[src/rtl/rib_arbiter_if.sv]
// Signal bundle between the two rib masters, the arbiter and the rib bus.
// "slave" is the arbiter's view; "master" is the view of the requesters plus the bus side.
interface rib_arbiter_if #(
    parameter int AW = 32,
    parameter int DW = 32
);
    logic          m0_req;
    logic          m0_lock;
    logic          m0_we;
    logic [AW-1:0] m0_addr;
    logic [DW-1:0] m0_wdata;
    logic          m0_gnt;
    logic [DW-1:0] m0_rdata;

    logic          m1_req;
    logic          m1_lock;
    logic          m1_we;
    logic [AW-1:0] m1_addr;
    logic [DW-1:0] m1_wdata;
    logic          m1_gnt;
    logic [DW-1:0] m1_rdata;

    logic          bus_we;
    logic [AW-1:0] bus_addr;
    logic [DW-1:0] bus_wdata;
    logic [DW-1:0] bus_rdata;

    logic          owner;
    logic          busy;
    logic          timeout_err;

    modport slave (
        input  m0_req, m0_lock, m0_we, m0_addr, m0_wdata,
        input  m1_req, m1_lock, m1_we, m1_addr, m1_wdata,
        input  bus_rdata,
        output m0_gnt, m0_rdata, m1_gnt, m1_rdata,
        output bus_we, bus_addr, bus_wdata,
        output owner, busy, timeout_err
    );

    modport master (
        output m0_req, m0_lock, m0_we, m0_addr, m0_wdata,
        output m1_req, m1_lock, m1_we, m1_addr, m1_wdata,
        output bus_rdata,
        input  m0_gnt, m0_rdata, m1_gnt, m1_rdata,
        input  bus_we, bus_addr, bus_wdata,
        input  owner, busy, timeout_err
    );
endinterface

[src/rtl/rib_arbiter.sv]
// Two-master round-robin rib arbiter with bus lock; grant is 1 cycle after request, owner muxed onto rib.
// RIB_ARB_TIMEOUT_EN: bounds a locked hold to MAX_HOLD cycles when the other master is waiting.
module rib_arbiter #(
    parameter int AW       = 32,
    parameter int DW       = 32,
    parameter int MAX_HOLD = 16
) (
    input  logic          i_clk,
    input  logic          i_rst,
    rib_arbiter_if.slave  io_rib
);
    typedef enum logic [1:0] {S_IDLE, S_GNT0, S_GNT1} state_t;

    state_t r_state;
    state_t w_next;
    state_t w_other;
    logic   r_last_owner;
    logic   w_own_req;
    logic   w_own_lock;
    logic   w_oth_req;

    assign w_own_req  = (r_state == S_GNT1) ? io_rib.m1_req  : io_rib.m0_req;
    assign w_own_lock = (r_state == S_GNT1) ? io_rib.m1_lock : io_rib.m0_lock;
    assign w_oth_req  = (r_state == S_GNT1) ? io_rib.m0_req  : io_rib.m1_req;
    assign w_other    = (r_state == S_GNT1) ? S_GNT0 : S_GNT1;

`ifdef RIB_ARB_TIMEOUT_EN
    localparam int HW = $clog2(MAX_HOLD + 1);
    localparam logic [HW-1:0] HOLD_TOP = HW'(MAX_HOLD - 1);

    logic [HW-1:0] r_hold_cnt;
    logic          r_timeout_err;
    logic          w_force;

    // Lock is overridden only when the hold has run out and someone is actually waiting.
    assign w_force = (r_state != S_IDLE) && w_own_req && w_own_lock && w_oth_req
                     && (r_hold_cnt == HOLD_TOP);
`endif

    always_comb begin
        w_next = r_state;
        case (r_state)
            S_IDLE: begin
                if (io_rib.m0_req && io_rib.m1_req)
                    w_next = r_last_owner ? S_GNT0 : S_GNT1;
                else if (io_rib.m0_req)
                    w_next = S_GNT0;
                else if (io_rib.m1_req)
                    w_next = S_GNT1;
            end
            S_GNT0, S_GNT1: begin
                if (!w_own_req)
                    w_next = w_oth_req ? w_other : S_IDLE;
                else if (w_own_lock) begin
`ifdef RIB_ARB_TIMEOUT_EN
                    w_next = w_force ? w_other : r_state;
`else
                    w_next = r_state;
`endif
                end else if (w_oth_req)
                    w_next = w_other;
            end
            default: w_next = S_IDLE;
        endcase
    end

    always_ff @(posedge i_clk or posedge i_rst) begin
        if (i_rst) begin
            r_state      <= S_IDLE;
            r_last_owner <= 1'b1;
        end else begin
            r_state <= w_next;
            if (w_next == S_GNT0)
                r_last_owner <= 1'b0;
            else if (w_next == S_GNT1)
                r_last_owner <= 1'b1;
        end
    end

`ifdef RIB_ARB_TIMEOUT_EN
    always_ff @(posedge i_clk or posedge i_rst) begin
        if (i_rst) begin
            r_hold_cnt    <= '0;
            r_timeout_err <= 1'b0;
        end else begin
            r_timeout_err <= w_force;
            if ((r_state != S_IDLE) && w_own_req && w_own_lock && (w_next == r_state))
                r_hold_cnt <= (r_hold_cnt == HOLD_TOP) ? r_hold_cnt : r_hold_cnt + 1'b1;
            else
                r_hold_cnt <= '0;
        end
    end
    assign io_rib.timeout_err = r_timeout_err;
`else
    assign io_rib.timeout_err = 1'b0;
`endif

    always_comb begin
        io_rib.bus_we    = 1'b0;
        io_rib.bus_addr  = '0;
        io_rib.bus_wdata = '0;
        case (r_state)
            S_GNT0: begin
                io_rib.bus_we    = io_rib.m0_we & io_rib.m0_req;
                io_rib.bus_addr  = io_rib.m0_addr;
                io_rib.bus_wdata = io_rib.m0_wdata;
            end
            S_GNT1: begin
                io_rib.bus_we    = io_rib.m1_we & io_rib.m1_req;
                io_rib.bus_addr  = io_rib.m1_addr;
                io_rib.bus_wdata = io_rib.m1_wdata;
            end
            default: ;
        endcase
    end

    assign io_rib.m0_gnt   = (r_state == S_GNT0);
    assign io_rib.m1_gnt   = (r_state == S_GNT1);
    assign io_rib.busy     = (r_state != S_IDLE);
    assign io_rib.owner    = (r_state == S_GNT1);
    assign io_rib.m0_rdata = io_rib.bus_rdata;
    assign io_rib.m1_rdata = io_rib.bus_rdata;
endmodule

[src/flat_wrapper.sv]
// flat-port wrapper written by rule: the top's interface ports become plain ports
module rib_arbiter_flat 
#(
    parameter int AW       = 32,
    parameter int DW       = 32,
    parameter int MAX_HOLD = 16
)
  (i_clk, i_rst, io_rib_m0_req, io_rib_m0_lock, io_rib_m0_we, io_rib_m0_addr, io_rib_m0_wdata, io_rib_m1_req, io_rib_m1_lock, io_rib_m1_we, io_rib_m1_addr, io_rib_m1_wdata, io_rib_bus_rdata, io_rib_m0_gnt, io_rib_m0_rdata, io_rib_m1_gnt, io_rib_m1_rdata, io_rib_bus_we, io_rib_bus_addr, io_rib_bus_wdata, io_rib_owner, io_rib_busy, io_rib_timeout_err);
  rib_arbiter_if #(.AW(AW), .DW(DW)) io_rib_i ();
  input  logic i_clk;
  input  logic i_rst;
  input wire logic [$bits(io_rib_i.m0_req)-1:0] io_rib_m0_req;
  input wire logic [$bits(io_rib_i.m0_lock)-1:0] io_rib_m0_lock;
  input wire logic [$bits(io_rib_i.m0_we)-1:0] io_rib_m0_we;
  input wire logic [$bits(io_rib_i.m0_addr)-1:0] io_rib_m0_addr;
  input wire logic [$bits(io_rib_i.m0_wdata)-1:0] io_rib_m0_wdata;
  input wire logic [$bits(io_rib_i.m1_req)-1:0] io_rib_m1_req;
  input wire logic [$bits(io_rib_i.m1_lock)-1:0] io_rib_m1_lock;
  input wire logic [$bits(io_rib_i.m1_we)-1:0] io_rib_m1_we;
  input wire logic [$bits(io_rib_i.m1_addr)-1:0] io_rib_m1_addr;
  input wire logic [$bits(io_rib_i.m1_wdata)-1:0] io_rib_m1_wdata;
  input wire logic [$bits(io_rib_i.bus_rdata)-1:0] io_rib_bus_rdata;
  output wire logic [$bits(io_rib_i.m0_gnt)-1:0] io_rib_m0_gnt;
  output wire logic [$bits(io_rib_i.m0_rdata)-1:0] io_rib_m0_rdata;
  output wire logic [$bits(io_rib_i.m1_gnt)-1:0] io_rib_m1_gnt;
  output wire logic [$bits(io_rib_i.m1_rdata)-1:0] io_rib_m1_rdata;
  output wire logic [$bits(io_rib_i.bus_we)-1:0] io_rib_bus_we;
  output wire logic [$bits(io_rib_i.bus_addr)-1:0] io_rib_bus_addr;
  output wire logic [$bits(io_rib_i.bus_wdata)-1:0] io_rib_bus_wdata;
  output wire logic [$bits(io_rib_i.owner)-1:0] io_rib_owner;
  output wire logic [$bits(io_rib_i.busy)-1:0] io_rib_busy;
  output wire logic [$bits(io_rib_i.timeout_err)-1:0] io_rib_timeout_err;
  assign io_rib_i.m0_req = io_rib_m0_req;
  assign io_rib_i.m0_lock = io_rib_m0_lock;
  assign io_rib_i.m0_we = io_rib_m0_we;
  assign io_rib_i.m0_addr = io_rib_m0_addr;
  assign io_rib_i.m0_wdata = io_rib_m0_wdata;
  assign io_rib_i.m1_req = io_rib_m1_req;
  assign io_rib_i.m1_lock = io_rib_m1_lock;
  assign io_rib_i.m1_we = io_rib_m1_we;
  assign io_rib_i.m1_addr = io_rib_m1_addr;
  assign io_rib_i.m1_wdata = io_rib_m1_wdata;
  assign io_rib_i.bus_rdata = io_rib_bus_rdata;
  assign io_rib_m0_gnt = io_rib_i.m0_gnt;
  assign io_rib_m0_rdata = io_rib_i.m0_rdata;
  assign io_rib_m1_gnt = io_rib_i.m1_gnt;
  assign io_rib_m1_rdata = io_rib_i.m1_rdata;
  assign io_rib_bus_we = io_rib_i.bus_we;
  assign io_rib_bus_addr = io_rib_i.bus_addr;
  assign io_rib_bus_wdata = io_rib_i.bus_wdata;
  assign io_rib_owner = io_rib_i.owner;
  assign io_rib_busy = io_rib_i.busy;
  assign io_rib_timeout_err = io_rib_i.timeout_err;
  rib_arbiter #(.AW(AW), .DW(DW), .MAX_HOLD(MAX_HOLD)) u_core (.i_clk(i_clk), .i_rst(i_rst), .io_rib(io_rib_i));
endmodule
[config.mk]
export PLATFORM = sky130hd
export DESIGN_NAME = rib_arbiter_flat
export DESIGN_NICKNAME = d
export VERILOG_FILES = /design/src/rtl/rib_arbiter_if.sv /design/src/rtl/rib_arbiter.sv /design/src/flat_wrapper.sv
export SDC_FILE = /design/constraint.sdc
export NUM_CORES = 1
export LEC_CHECK = 0
export ABC_AREA = 1
export CAP_MARGIN = 5
export CORE_AREA = 3 3 117 119
export CTS_BUF_LIST = sky130_fd_sc_hd__clkbuf_2 sky130_fd_sc_hd__clkbuf_4 sky130_fd_sc_hd__clkbuf_8
export DETAILED_ROUTE_END_ITERATION = 8
export DIE_AREA = 0 0 120 122
export PLACE_DENSITY_LB_ADDON = 0.2
export SETUP_SLACK_MARGIN = 0.5
export SLEW_MARGIN = 40
export SYNTH_ARGS = -nofsm -noshare
export SYNTH_HDL_FRONTEND = slang
export SYNTH_SLANG_ARGS = --single-unit
[constraint.sdc]
create_clock -name i_clk -period 2.24 [get_ports i_clk]
set_clock_uncertainty 0.2 [all_clocks]
set_input_delay 0.336 -clock i_clk [delete_from_list [all_inputs] [get_ports i_clk]]
set_output_delay 0.336 -clock i_clk [all_outputs]
set_load 0.01 [all_outputs]
== After elaboration in Yosys (flattened, before gate mapping) ==
Cells that the tools add are included.
Widths: inputs -> output; s select.

* Input bits: 168
* Register bits after elaboration: 3
* Output and inout bits: 134
* Logic and storage cells: 31

* Mux-type cells: 18
* Reduce and logical (&&, ||, !) cells: 5
* Bitwise operators: 2
* Equality and inequality tests: 4

{| class="wikitable"
|+ Operators with widths
! kind !! number
|-
| $pmux 32 s2 || 2
|-
| $mux 2 || 9
|-
| $mux 1 || 5
|-
| $eq 2x1->1 const B || 2
|-
| $eq 2x2->1 const B || 2
|-
| $pmux 2 s2 || 1
|-
| $reduce_bool 2->1 || 2
|-
| $and 1x1->1 || 2
|-
| $logic_not 2->1 || 1
|-
| $pmux 1 s2 || 1
|-
| $reduce_or 2->1 || 1
|-
| $logic_and 1x1->1 || 1
|}

== Logic depth before layout (Yosys ltp) ==
Gate-level depths: netlist (run 1).

* Depth in word-level cells: 9
* Mapped depth: 14
* Depth with buffers taken out: 14

== Worst setup path before layout (run 1) ==
Ideal clock, no wire load.

* Path type: register to register
* Start point: register u_core.r_state[0]
* End point: register u_core.r_last_owner
* Stages on the path, launching flop included: 14
* Period minus slack after synthesis: 2.058 ns
* Arrival: 1.779 ns
* Setup slack: 0.182 ns
* Setup time: 0.079 ns
* Required time: 1.961 ns
* Path through: dfrtp_1 > inv_1 > ha_1 > inv_2 > nand2_1 > nand2_1 > nor2_1 > nand2_1 > nand2_1 > nand2_1 > nand2_1 > nand2_1 > ha_1 > o21ai_0

* Longest elaborated chain between the ends: 8

{| class="wikitable"
|+ Ends and longest elaborated chain
! element !! line !! source
|-
| from (decl) || rib_arbiter.sv:14 || <nowiki>state_t r_state;</nowiki>
|-
| from (signal assigned) || rib_arbiter.sv:72 || <nowiki>r_state <= w_next;</nowiki>
|-
| $eq 2x2->1 * || -- ||
|-
| via io_rib_m1_gnt || flat_wrapper.sv:25 || <nowiki>output wire logic [$bits(io_rib_i.m1_gnt)-1:0] io_rib_m1_gnt;</nowiki>
|-
| $mux 2 or $mux 1 (tied branches) || rib_arbiter.sv:25, rib_arbiter.sv:24 ||
|-
| $mux 2 || rib_arbiter.sv:60 || <nowiki>end else if (w_oth_req)</nowiki>
|-
| $mux 2 || rib_arbiter.sv:54 || <nowiki>else if (w_own_lock) begin</nowiki>
|-
| $mux 2 || rib_arbiter.sv:52 || <nowiki>if (!w_own_req)</nowiki>
|-
| $pmux 2 s2 * || rib_arbiter.sv:42 || <nowiki>case (r_state)</nowiki>
|-
| $eq 2x1->1 or $eq 2x2->1 (tied branches) || rib_arbiter.sv:73, rib_arbiter.sv:75 ||
|-
| $mux 1 or $reduce_bool 2->1 (tied branches) || -- ||
|-
| to (signal assigned) || rib_arbiter.sv:70 || <nowiki>r_last_owner <= 1'b1;</nowiki>
|-
| to (signal assigned) || rib_arbiter.sv:74 || <nowiki>r_last_owner <= 1'b0;</nowiki>
|-
| to (signal assigned) || rib_arbiter.sv:76 || <nowiki>r_last_owner <= 1'b1;</nowiki>
|-
| to (decl) || rib_arbiter.sv:17 || <nowiki>logic r_last_owner;</nowiki>
|}

The timed path passes the listed nets; every way through them passes the cells marked *.
A chain may end at the register's enable or synchronous reset.

== Worst setup path in the final report (run 1) ==
* Start point: register u_core.r_state[1]
* End point: register u_core.r_last_owner

* Longest elaborated chain between the ends: 8

{| class="wikitable"
|+ Ends and longest elaborated chain
! element !! line !! source
|-
| $eq 2x2->1 || -- ||
|-
| $mux 2 or $mux 1 (tied branches) || rib_arbiter.sv:25, rib_arbiter.sv:24 ||
|-
| $mux 2 || rib_arbiter.sv:60 ||
|-
| $mux 2 || rib_arbiter.sv:54 ||
|-
| $mux 2 || rib_arbiter.sv:52 ||
|-
| $pmux 2 s2 * || rib_arbiter.sv:42 ||
|-
| via u_core.w_next[0] || rib_arbiter.sv:15 || <nowiki>state_t w_next;</nowiki>
|-
| $eq 2x1->1 or $eq 2x2->1 (tied branches) || rib_arbiter.sv:73, rib_arbiter.sv:75 ||
|-
| $mux 1 or $reduce_bool 2->1 (tied branches) || -- ||
|}

Marked as above.

==> results of run 1 <==
==> worst paths after layout <==
| check | start | to | cells after the start |
|---|---|---|---|
| min | i_rst | u_core.r_state[1] | 2 |
| min in group i_clk | u_core.r_last_owner | u_core.r_last_owner | 2 |
| max reg2reg | u_core.r_state[1] | u_core.r_last_owner | 16 |
| max | u_core.r_state[1] | u_core.r_last_owner | 16 |
| min reg2reg | u_core.r_last_owner | u_core.r_last_owner | 2 |
| max in group asynchronous | i_rst | u_core.r_last_owner | 2 |
==> cell families (layout without fill, tap and decap cells) <==
kind of cell | Yosys count | in the layout
flip-flops | 3 | 3
other | 1 | 1
AO/OA/AOI/OAI | 71 | 71
adder cells (fa/ha/maj) | 6 | 6
AND/OR/NAND/NOR | 163 | 163
buffers and inverters | 100 | 284
==> flip-flops by register name (all words and copies together), names as in the netlist <==
register and cells:
u_core.r_state 2, u_core.r_last_owner 1
==> area by class of cell <==
class                      count  area (sq um)  share of cell area
timing repair buffer         266          2910               0.563
multi-input combinational    241          1840               0.356
tap                          172           215              0.0417
sequential                     3          76.3              0.0148
inverter                      13          66.3              0.0128
clock buffer                   4          48.8             0.00945
timing repair inverter         1          11.3             0.00218
==> layer usage <==
metal / share of wire / GRT usage / vias to the layer above
met5: 0.00062 / 0 / -
met4: 0.0070 / 0.0172 / 2
met3: 0.096 / 0.0506 / 16
met2: 0.53 / 0.272 / 150
met1: 0.36 / 0.153 / 1318
li1: - / - / 1392
==> critical path, cell delays in order, from the launching register on <==
cell and delay (ns):
dfrtp_1 0.39, buf_6 0.13, ha_4 0.16, buf_12 0.12, buf_8 0.12, buf_16 0.14
inv_6 0.06, nand2_1 0.04, nand2_1 0.07, nand2_2 0.06, nand2_1 0.06, nand2_1 0.06
nand2_2 0.09, a21oi_2 0.07, ha_1 0.31, nand2_1 0.07, o21ai_1 0.05
==> synth_stat cells <==
master / instances
ha_1: 6
buf_4: 67
inv_1: 12
dfstp_2: 1
a21oi_2: 1
nor2_1: 3
buf_6: 5
nand2_1: 157
o21ai_0: 2
conb_1: 1
nand3_1: 2
clkbuf_8: 1
a21oi_1: 68
dfrtp_1: 2
buf_2: 11
clkbuf_1: 3
inv_2: 1
nand3b_1: 1
==> report_power, final <==
group          total, mW  leakage, nW  switching [mW]  internal (mW)
sequential         0.110       0.0360          0.0194         0.0902
combinational       6.19         2.06            2.90           3.30
clock              0.174       0.0262          0.0400          0.134
==> metrics by stage <==
step | setup TNS (ns) | cells
2_1_floorplan | 0 | 344
3_3_place_gp | -0.869 | 649
3_5_place_dp | -1.28 | 649
4_1_cts | -0.0405 | 694
5_1_grt | -1.75 | 700
6_report | -0.185 | 700
==> what timing repair did <==
item                                    CTS  global route
endpoints found under the setup margin   72            72
pin swaps                                25            16
buffers inserted                         25             5
cloned                                   16             1
resized for setup                       380            67
==> metrics.md, run 1 <==
| Metric | Value |
|---|---|
| Maximum VDD drop | `0.000531 V` |
| Main combinational cell family by area after synthesis | `buffers and inverters` |
| Maximum clock rate | `441 MHz` |
| Final ANT Viol Nets | `0` |
| Xor/xnor share of the synthesized area | `0` |
| Kind of critical path | `reg2reg` |
| RePlAce Congestion | `0.731` |
| Initial DRC Count | `46` |
| Crit path max fanout | `7` |
| Antenna diode instance count | `0` |
| Fraction of layout cells with a size suffix above 1 | `0.530` |
| Total grt overflow | `0` |
| Compound-Gate Fraction of Synth Area | `0.197` |
| Flops & latches, synth | `3` |
| MaxCap Viol Count | `0` |
| DRC Markers | `0` |
| Final instance area | `5160 sq um` |
| Leakage | `2.13 nW` |
| Global-route wire length before repair | `16,500 um` |
| Ys Warns | `0` |
| First-pass iteration count of the detailed router | `4` |
| H-Tree Depth | `1` |
| Vias in the first global route | `2,987` |
| Clock Latency Late Sink | `0.22 ns` |
| # nets final | `703` |
| Mux cell area share after synthesis | `0` |
| Die Width | `120 um` |
| Core box area | `12,700 sq um` |
| Wirelength, routed | `11,300 um` |
| R2R Setup Slk | `-0.03 ns` |
| Routed via count | `2,878` |
| Initial Util | `0.144` |
| CTS clk-pin slew, worst paths | `0.03 ns` |
| Setup WS post-layout | `-0.0283 ns` |
| P per Cell Area | `1250 nW/um^2` |
| Clock Tree Buf Depth | `2` |
| Hpwl dp | `7290 um` |
| Hold Crit Class | `in2async` |
| Slew Viols, Final | `0` |
| Critical path data arrival time | `2.21 ns` |
| Net Count, Synth | `518` |
| Netlist cell types | `18` |
| Most frequent cells in the layout | `clkdlybuf4s50_1, nand2_1, a21oi_2, nand2_2, buf_6` |
| Clock sinks | `3` |
| Die Footprint | `14,600 sq um` |
| Final hold vios | `0` |
| Syn Inst Count | `344` |
| Cts hold-fix bufs | `0` |
| Top post-synthesis cells by area | `nand2_1, buf_4, a21oi_1, ha_1, buf_6` |
| Outcome | `complete, but fails checks` |
| Area share of fa/ha/maj cells after synthesis | `0.0412` |
| All-Layer GR Usage | `0.142` |
| Num CTS Buffers | `3` |
| Largest net degree at the start of global routing | `18` |
| Failing checks | `setup timing` |
| Layout area overhead | `184%` |
| Simple-Gate Fraction of Synth Area | `0.340` |
| Initial antenna violation count | `1` |
| Commonest non-fill, non-tap cell in the layout | `clkdlybuf4s50_1` |
| # IOs | `302` |
| Period utilization | `1.01` |
| RSZ-0062 raised after global routing | `true` |
| Root buffer cell | `clkbuf_8` |
| Avg Inst Size Synth | `5.29 sq um` |
| Cell accounting for the most synthesized area | `nand2_1` |
| Worst Setup Start Kind | `register` |
| Rows | `41` |
| Synth Cell Area | `1820 sq um` |
| Post-place setup slack | `-0.0824 ns` |
| Critical path required time | `2.19 ns` |
| Fillers | `1,282` |
| Via/cell ratio | `4.11` |
| Seq/Total Area, Yosys | `0.0419` |
| Final Total Pwr | `6.48 mW` |
| Routed WL per cell | `16.2 um` |
| Shortest period the worst path allows | `2.27 ns` |
| Height of the die | `122 um` |
| Area after DPL | `4080 sq um` |
| Final Hold Slack | `0.0842 ns` |
| Count of final setup violators | `13` |
| Synth top area share | `0.324` |
| Finished Core Util | `0.408` |
| CTS tree | `done` |
| Nature of the critical path endpoint | `register` |
| I/O Buffers | `204` |
(Power assumes the default switching activity.)
==> run 2, diff against run 1 <==
CTS_CLUSTER_SIZE = 20   (was not set)
==> results of run 2 <==
No change in the layout: final DEF, timing and power equal those of run 1.
